$ cat config.mk
export PLATFORM = sky130hd
export DESIGN_NAME = pedestrian_request
export DESIGN_NICKNAME = d
export VERILOG_FILES = /design/src/rtl/semafor_pkg.sv /design/src/rtl/btn_debounce.sv /design/src/rtl/pedestrian_request.sv
export SDC_FILE = /design/constraint.sdc
export NUM_CORES = 1
export LEC_CHECK = 0
export BUFFER_PORTS_ARGS = -buffer_cell sky130_fd_sc_hd__buf_4
export CAP_MARGIN = 20
export CELL_PAD_IN_SITES_DETAIL_PLACEMENT = 1
export CELL_PAD_IN_SITES_GLOBAL_PLACEMENT = 1
export CORE_UTILIZATION = 49
export CTS_CLUSTER_SIZE = 8
export DETAILED_ROUTE_END_ITERATION = 16
export PLACE_DENSITY = 0.84
export SLEW_MARGIN = 0
export SYNTH_ARGS = -nofsm -noshare
export SYNTH_HDL_FRONTEND = slang
export SYNTH_SLANG_ARGS = --single-unit
$ cat constraint.sdc
create_clock -name clk -period 5.9 [get_ports clk]
set_input_delay 1.18 -clock clk [delete_from_list [all_inputs] [get_ports clk]]
set_output_delay 1.18 -clock clk [all_outputs]
set_load 0.005 [all_outputs]
$ cat src/rtl/semafor_pkg.sv
// Shared types and timing defaults for the traffic-light controller.
// Pedestrian request FSM states and cycle budgets derived from CLK_HZ.
package semafor_pkg;

    typedef enum logic [1:0] {
        IDLE    = 2'd0,
        PENDING = 2'd1,
        SERVING = 2'd2,
        LOCKOUT = 2'd3
    } ped_state_e;

    localparam int CLK_HZ = 50_000_000;

    // 1 ms debounce, 5 ms post-service lockout at CLK_HZ
    localparam int DEF_DEBOUNCE_CYCLES = CLK_HZ / 1000;
    localparam int DEF_LOCKOUT_CYCLES  = CLK_HZ / 200;
    localparam int DEF_CNT_W           = 8;

endpackage

$ cat src/rtl/btn_debounce.sv
// Push-button conditioning: 2-flop synchroniser, debounce filter and
// a registered one-cycle pulse on each debounced rising edge.
module btn_debounce
    import semafor_pkg::*;
#(
    parameter int DEBOUNCE_CYCLES = DEF_DEBOUNCE_CYCLES
) (
    input  logic clk,
    input  logic rst,
    input  logic button_raw,
    output logic btn_clean,
    output logic press_pulse
);

    localparam int DB_W = $clog2(DEBOUNCE_CYCLES);

    logic            s1_q, s2_q;
    logic [DB_W-1:0] cnt_q, cnt_d;
    logic            clean_q, clean_d;
    logic            pulse_q, pulse_d;

    always_comb begin
        cnt_d   = '0;
        clean_d = clean_q;
        pulse_d = 1'b0;
        if (s2_q != clean_q) begin
            // the edge that would reach DEBOUNCE_CYCLES flips the level
            if (cnt_q == DB_W'(DEBOUNCE_CYCLES - 1)) begin
                clean_d = s2_q;
                pulse_d = s2_q;
            end else begin
                cnt_d = cnt_q + 1'b1;
            end
        end
    end

    always_ff @(posedge clk) begin
        if (rst) begin
            s1_q    <= 1'b0;
            s2_q    <= 1'b0;
            cnt_q   <= '0;
            clean_q <= 1'b0;
            pulse_q <= 1'b0;
        end else begin
            s1_q    <= button_raw;
            s2_q    <= s1_q;
            cnt_q   <= cnt_d;
            clean_q <= clean_d;
            pulse_q <= pulse_d;
        end
    end

    assign btn_clean   = clean_q;
    assign press_pulse = pulse_q;

endmodule

$ cat src/rtl/pedestrian_request.sv
// Pedestrian crossing request: conditioned button feeds a req/ack FSM
// with a post-service lockout and a saturating ignored-press counter.
module pedestrian_request
    import semafor_pkg::*;
#(
    parameter int DEBOUNCE_CYCLES = DEF_DEBOUNCE_CYCLES,
    parameter int LOCKOUT_CYCLES  = DEF_LOCKOUT_CYCLES,
    parameter int CNT_W           = DEF_CNT_W
) (
    input  logic             clk,
    input  logic             rst,
    input  logic             button_raw,
    input  logic             ack,
    input  logic             busy,
    output logic             btn_clean,
    output logic             press_pulse,
    output logic             req,
    output logic             lockout,
    output logic [CNT_W-1:0] ignored_cnt
);

    localparam int LK_W = (LOCKOUT_CYCLES > 1) ? $clog2(LOCKOUT_CYCLES) : 1;

    ped_state_e       state_q, state_d;
    logic [LK_W-1:0]  lk_q, lk_d;
    logic [CNT_W-1:0] ign_q, ign_d;
    logic             req_q, req_d;
    logic             lockout_q, lockout_d;

    btn_debounce #(
        .DEBOUNCE_CYCLES(DEBOUNCE_CYCLES)
    ) u_debounce (
        .clk        (clk),
        .rst        (rst),
        .button_raw (button_raw),
        .btn_clean  (btn_clean),
        .press_pulse(press_pulse)
    );

    always_comb begin
        state_d = state_q;
        lk_d    = lk_q;
        ign_d   = ign_q;
        unique case (state_q)
            IDLE: begin
                if (press_pulse) state_d = PENDING;
            end
            PENDING: begin
                if (ack) state_d = SERVING;
            end
            SERVING: begin
                if (!busy) begin
                    state_d = LOCKOUT;
                    lk_d    = LK_W'(LOCKOUT_CYCLES - 1);
                end
            end
            LOCKOUT: begin
                if (lk_q == '0) state_d = IDLE;
                else            lk_d    = lk_q - 1'b1;
            end
            default: state_d = IDLE;
        endcase
        // any press outside IDLE is rejected, counter saturates
        if (press_pulse && state_q != IDLE && ign_q != '1)
            ign_d = ign_q + 1'b1;
        req_d     = (state_d == PENDING);
        lockout_d = (state_d == LOCKOUT);
    end

    always_ff @(posedge clk) begin
        if (rst) begin
            state_q   <= IDLE;
            lk_q      <= '0;
            ign_q     <= '0;
            req_q     <= 1'b0;
            lockout_q <= 1'b0;
        end else begin
            state_q   <= state_d;
            lk_q      <= lk_d;
            ign_q     <= ign_d;
            req_q     <= req_d;
            lockout_q <= lockout_d;
        end
    end

    assign req         = req_q;
    assign lockout     = lockout_q;
    assign ignored_cnt = ign_q;

endmodule

After elaboration in Yosys (flattened, before gate mapping)
Cells that the tools add are included.
{"block": "totals", "ff_bits": 50, "output_inout_bits": 12, "input_bits": 5}
{"block": "classes", "n_reduce_logical": 10, "eq_ne": 10, "bitwise": 2, "addsub": 3, "muxes": 8}
{"op": "18-bit 2-to-1 mux", "n": 2}
{"op": "18-bit one-hot mux with 2 select lines", "n": 1}
{"op": "18-bit logical NOT", "n": 1}
{"op": "18-bit by 1-bit subtractor with 18-bit output, second input constant", "n": 1}
{"op": "16-bit by 1-bit adder with 16-bit output, second input constant", "n": 1}
{"op": "16-bit equality test, second input constant", "n": 1}
{"op": "8-bit by 1-bit adder with 8-bit output, second input constant", "n": 1}
{"op": "2-bit 2-to-1 mux", "n": 4}
{"op": "8-bit != test, second input constant", "n": 1}
{"op": "2-bit one-hot mux with 4 select lines", "n": 1}
{"op": "2-bit equality test, second input constant", "n": 3}
{"op": "3-bit OR reduction", "n": 2}
{"op": "2-bit by 1-bit equality test with 1-bit output, second input constant", "n": 2}
{"op": "2-bit != test, second input constant", "n": 2}
{"op": "2-bit nonzero test", "n": 2}
{"op": "3-bit AND reduction", "n": 1}
{"op": "1-bit logical AND", "n": 2}
{"op": "2-bit logical NOT", "n": 1}
{"op": "1-bit NOT", "n": 2}
{"op": "2-bit AND reduction", "n": 1}
{"op": "1-bit != test", "n": 1}

Depth between registers and ports, before layout
{"block": "depth", "word_depth": 4, "depth_mapped": 7}

Cells and area by module
Synthesis repeated with hierarchy kept, for this count alone.
{"block": "hier_totals", "cells_unflattened": 252, "area_unflattened_um2": 2343.5}
{"module": "pedestrian_request", "cells_each": 163, "n_inst": 1, "area_per_inst_um2": 1446.4, "seq_area_each_um2": 600.6}
{"module": "btn_debounce", "cells_each": 89, "n_inst": 1, "area_per_inst_um2": 897.1, "seq_area_each_um2": 400.4}

Worst setup path after synthesis
OpenSTA, ideal clock, no wires.
{"block": "synth_path", "path_type": "input -> register", "startpoint": "input port busy", "endpoint": "register lk_q[6]", "setup_time_ns": 0.126, "slack_ns": 3.784, "cell_stages": 5, "t_arrival_ns": 1.990, "n_path_buf": 1, "cell_sequence": "nor3b_1 > clkbuf_1 > nor2_1 > o211ai_1 > o41ai_1"}
{"block": "synth_via", "elab_chain_cells": 2}
{"item": "from (decl)", "line_no": "pedestrian_request.sv:14", "text": "input logic busy,"}
{"item": "2-bit != test (no source line)"}
{"item": "3-bit AND reduction (no source line)"}
{"item": "to (signal assigned)", "line_no": "pedestrian_request.sv:79", "text": "lk_q <= lk_d;"}
{"item": "to (decl)", "line_no": "pedestrian_request.sv:25", "text": "logic [LK_W-1:0] lk_q, lk_d;"}
Every way passes these cells.
A chain may end at the register's enable or synchronous reset.

Worst setup path after layout
{"block": "layout_path", "startpoint": "register lk_q[11]", "endpoint": "register lk_q[1]"}
{"block": "layout_via", "elab_chain_cells": 3}
{"item": "18-bit logical NOT", "line_no": "pedestrian_request.sv:58", "text": "if (lk_q == '0) state_d = IDLE;"}
{"item": "2-bit != test (no source line)"}
{"item": "3-bit AND reduction (no source line)"}
Every way passes these cells.

==> Flow_metrics.wiki <==
{| class="wikitable"
! Metric !! Value
|-
| Result of the run || finished, final reports clean
|-
| Post-layout power || 0.5580 mW
|-
| Final antenna-violating net count || 0
|-
| WL met2 || 2.651 mm
|-
| Die ar. || 5326 um2
|-
| Vias per cell || 6.107
|-
| Total of flip-flops plus latches after synthesis || 50
|-
| Proportion of netlist area held by the largest area contributor || 40.55%
|-
| Part of the Yosys area used for sequential elements || 40.55%
|-
| Worst-case clock buffer depth || 2
|-
| Type of the tightest min-delay check || reg -> reg
|-
| Most instantiated flip-flop cell in the synthesis netlist || sky130_fd_sc_hd__dfxtp_1
|-
| Post-Syn Instances || 287
|-
| Leak Pwr || 0.9261 nW
|-
| Async set-reset flop share out of synthesis || 0%
|-
| Slew Limit Headroom || 50.00%
|-
| Transition time at the pin with the least slew margin || 0.7431 ns
|-
| Routed length on met1 || 2.939 mm
|-
| Start point of the critical path || lk_q[11]$_SDFFE_PP0P_
|-
| Placed wire-length estimate || 4.177 mm
|-
| Kind of start point of the critical path || flop
|-
| TritonCTS clock tree || yes
|-
| Number of antenna violations at the first check in global routing || 0
|-
| Leading cell types by total area after synthesis || sky130_fd_sc_hd__dfxtp_1, sky130_fd_sc_hd__nor2_1, sky130_fd_sc_hd__or3_1
|-
| Required time of the critical path || 6.12 ns
|-
| Largest area contributor in the netlist || sky130_fd_sc_hd__dfxtp_1
|-
| Final net count || 307
|-
| Total met3 wirelength after detailed routing || 244 um
|-
| Filler cell count || 581
|-
| Floorplan row count || 25
|-
| Most common cell after layout, fill and taps aside || sky130_fd_sc_hd__dfxtp_1
|-
| Launching point of the worst reg2reg path || lk_q[11]$_SDFFE_PP0P_
|-
| Final GP Congestion || 0.7965
|-
| Clock tree root driver cell || sky130_fd_sc_hd__clkbuf_8
|-
| Hold-fix buffer count after cts || 0
|-
| Total nets after synthesis || 296
|-
| Fraction of layout instances using a drive strength above 1 || 10.03%
|-
| Final total negative setup slack || 0 ns
|-
| Remaining Overflow, GRT || 0
|-
| Highest routed metal layer || met4
|-
| Iter 0 DRT Violations || 135
|-
| Worst Setup Slack post-DPL || 3.608 ns
|-
| Netlist area before placement || 2469 um2
|-
| Chip height || 72.98 um
|-
| Distinct cell type count of the synthesized netlist || 45
|-
| Worst vdd rail ir drop || 0.0001374 V
|-
| Unrepaired setup endpoints after global routing || no
|-
| IO buf count || 16
|-
| Resize count post-CTS || 0
|-
| Crit. End Element || flop
|-
| Setup CP Type || reg -> reg
|-
| Wire length of the first global-routing pass || 9.873 mm
|-
| Clock Latency Late Sink || 0.31 ns
|-
| Final hold vios || 0
|-
| Clock transition at path regs || 0.10 ns
|-
| Maximum net fanout on the critical path || 11
|-
| Final worst path period share || 38.93%
|-
| Clock Skews || 0.01074 ns
|-
| Number of clock buffers inserted by TritonCTS || 5
|-
| Count of endpoints failing setup in the final report || 0
|-
| Total count of max-transition violations in the final report || 0
|-
| Pin count of the biggest net entering global routing || 31
|-
| Number of antenna diodes || 0
|-
| Placeable core region || 4786 um2
|-
| Shortest clock period the worst path allows after layout || 2.297 ns
|-
| Length of the first detailed-routing pass in iterations || 4
|-
| Fmax || 435.4 MHz
|-
| Total global-route track usage || 24.04%
|-
| Post-synth EDFFs || 0
|-
| Source of the worst hold timing path || u_debounce.s1_q$_SDFF_PP0_
|-
| I/O pin cnt || 17
|-
| Number of H-tree branching levels || 2
|-
| Worst Slack Setup Final || 3.603 ns
|-
| Power per standard cell area || 205.1 nW/um2
|-
| Effective utilization at floorplan || 51.58%
|-
| Number of clock sinks seen by CTS || 50
|-
| Routed Wire Length || 5.909 mm
|-
| Number of warnings reported in the yosys synthesis log || 0
|-
| Buffers inserted by post-CTS timing repair || 0
|-
| Routed length per instance || 16.14 um
|-
| Die X || 72.98 um
|-
| Top library cells by usage in the layout, fill and taps aside || sky130_fd_sc_hd__dfxtp_1, sky130_fd_sc_hd__nor2_1, sky130_fd_sc_hd__nand2_1
|-
| Worst Path Arrival || 2.52 ns
|-
| Area added between synthesis and finish || 10.24%
|-
| Residual DRC || 0
|-
| Maximum Capacitance Violations || 0
|-
| Synth Area per Inst || 8.601 um2
|-
| Vias after detailed routing || 2235
|-
| Via count of the first global-routing pass || 2033
|}
==> flip-flops by register name, summed over array words and instances, names as in the netlist <==
name,cells
u_debounce.s1_q,1
ignored_cnt,8
u_debounce.press_pulse,1
lk_q,18
state_q,2
lockout,1
u_debounce.btn_clean,1
u_debounce.cnt_q,16
req,1
u_debounce.s2_q,1
==> cells in the mapped netlist (5+ instances only) <==
master,n
sky130_fd_sc_hd__a211oi_1,5
sky130_fd_sc_hd__a21oi_1,12
sky130_fd_sc_hd__clkbuf_1,10
sky130_fd_sc_hd__dfxtp_1,50
sky130_fd_sc_hd__inv_1,8
sky130_fd_sc_hd__mux2i_1,8
sky130_fd_sc_hd__nand2_1,23
sky130_fd_sc_hd__nand3_1,10
sky130_fd_sc_hd__nand4_1,5
sky130_fd_sc_hd__nor2_1,32
sky130_fd_sc_hd__nor3_1,6
sky130_fd_sc_hd__nor4_1,11
sky130_fd_sc_hd__o31ai_1,7
sky130_fd_sc_hd__o41ai_1,5
sky130_fd_sc_hd__or3_1,14
sky130_fd_sc_hd__or4_1,8
sky130_fd_sc_hd__xnor2_1,10
sky130_fd_sc_hd__xor2_1,7
==> worst max-delay path, stage by stage (launching register included) <==
cell	delay [ns]
sky130_fd_sc_hd__dfxtp_1	0.36
sky130_fd_sc_hd__or4_1	0.63
sky130_fd_sc_hd__nand4b_1	0.57
sky130_fd_sc_hd__o211a_1	0.40
sky130_fd_sc_hd__a311oi_1	0.25
==> path summary, 6_finish.rpt <==
| path | depth (start not counted) | endpoint | slack, ns |
|---|---|---|---|
| setup / recovery | 4 | lk_q[1]$_SDFFE_PP0P_ | 3.60 |
| hold / removal | 1 | u_debounce.s2_q$_SDFF_PP0_ | 0.45 |
| setup reg to reg | 4 | lk_q[1]$_SDFFE_PP0P_ | 3.60 |
| hold reg to reg | 1 | u_debounce.s2_q$_SDFF_PP0_ | 0.45 |
==> where the power goes <==
group	switching, mW	internal, mW
sequential	0.000440	0.338
clock	0.123	0.0850
combinational	0.00775	0.00389
==> cell type report <==
| class | count | area (um2) | area share, % |
|---|---|---|---|
| clock inverter | 3 | 23.77 | 0.8736 |
| sequential | 50 | 1001 | 36.78 |
| timing repair buffer | 17 | 127.6 | 4.690 |
| inverter | 8 | 30.03 | 1.103 |
| multi-input combinational | 216 | 1386 | 50.94 |
| tap | 67 | 83.83 | 3.080 |
| clock buffer | 5 | 68.82 | 2.529 |
==> kinds of logic (layout without fill, tap and decap cells) <==
family / Yosys count / after routing / share of synthesized area [%]
buffers and inverters: 21 / 33 / 3.295
AO/OA/AOI/OAI: 51 / 51 / 14.70
multiplexers: 8 / 8 / 3.244
adder cells (fa/ha/maj): 4 / 4 / 2.027
AND/OR/NAND/NOR: 136 / 136 / 30.16
flip-flops: 50 / 50 / 40.55
XOR/XNOR: 17 / 17 / 6.031
==> metrics by stage <==
stage / util [%] / instances / hold WS, ns / area [um2]
5_1_grt: 56.86 / 366 / 0.4919 / 2721
3_5_place_dp: 54.93 / 358 / 0.4356 / 2629
3_3_place_gp: 54.93 / 358 / 0.4187 / 2629
6_report: 56.86 / 366 / 0.4534 / 2721
2_1_floorplan: - / 287 / 0.4138 / 2469
4_1_cts: 56.86 / 366 / 0.4620 / 2721
==> per-layer routing <==
metal,vias up,GRT usage [%]
met5,-,0
met4,0,8.497
met3,9,4.972
met2,39,35.08
met1,1095,34.85
li1,1092,-
(Power assumes the default switching activity.)
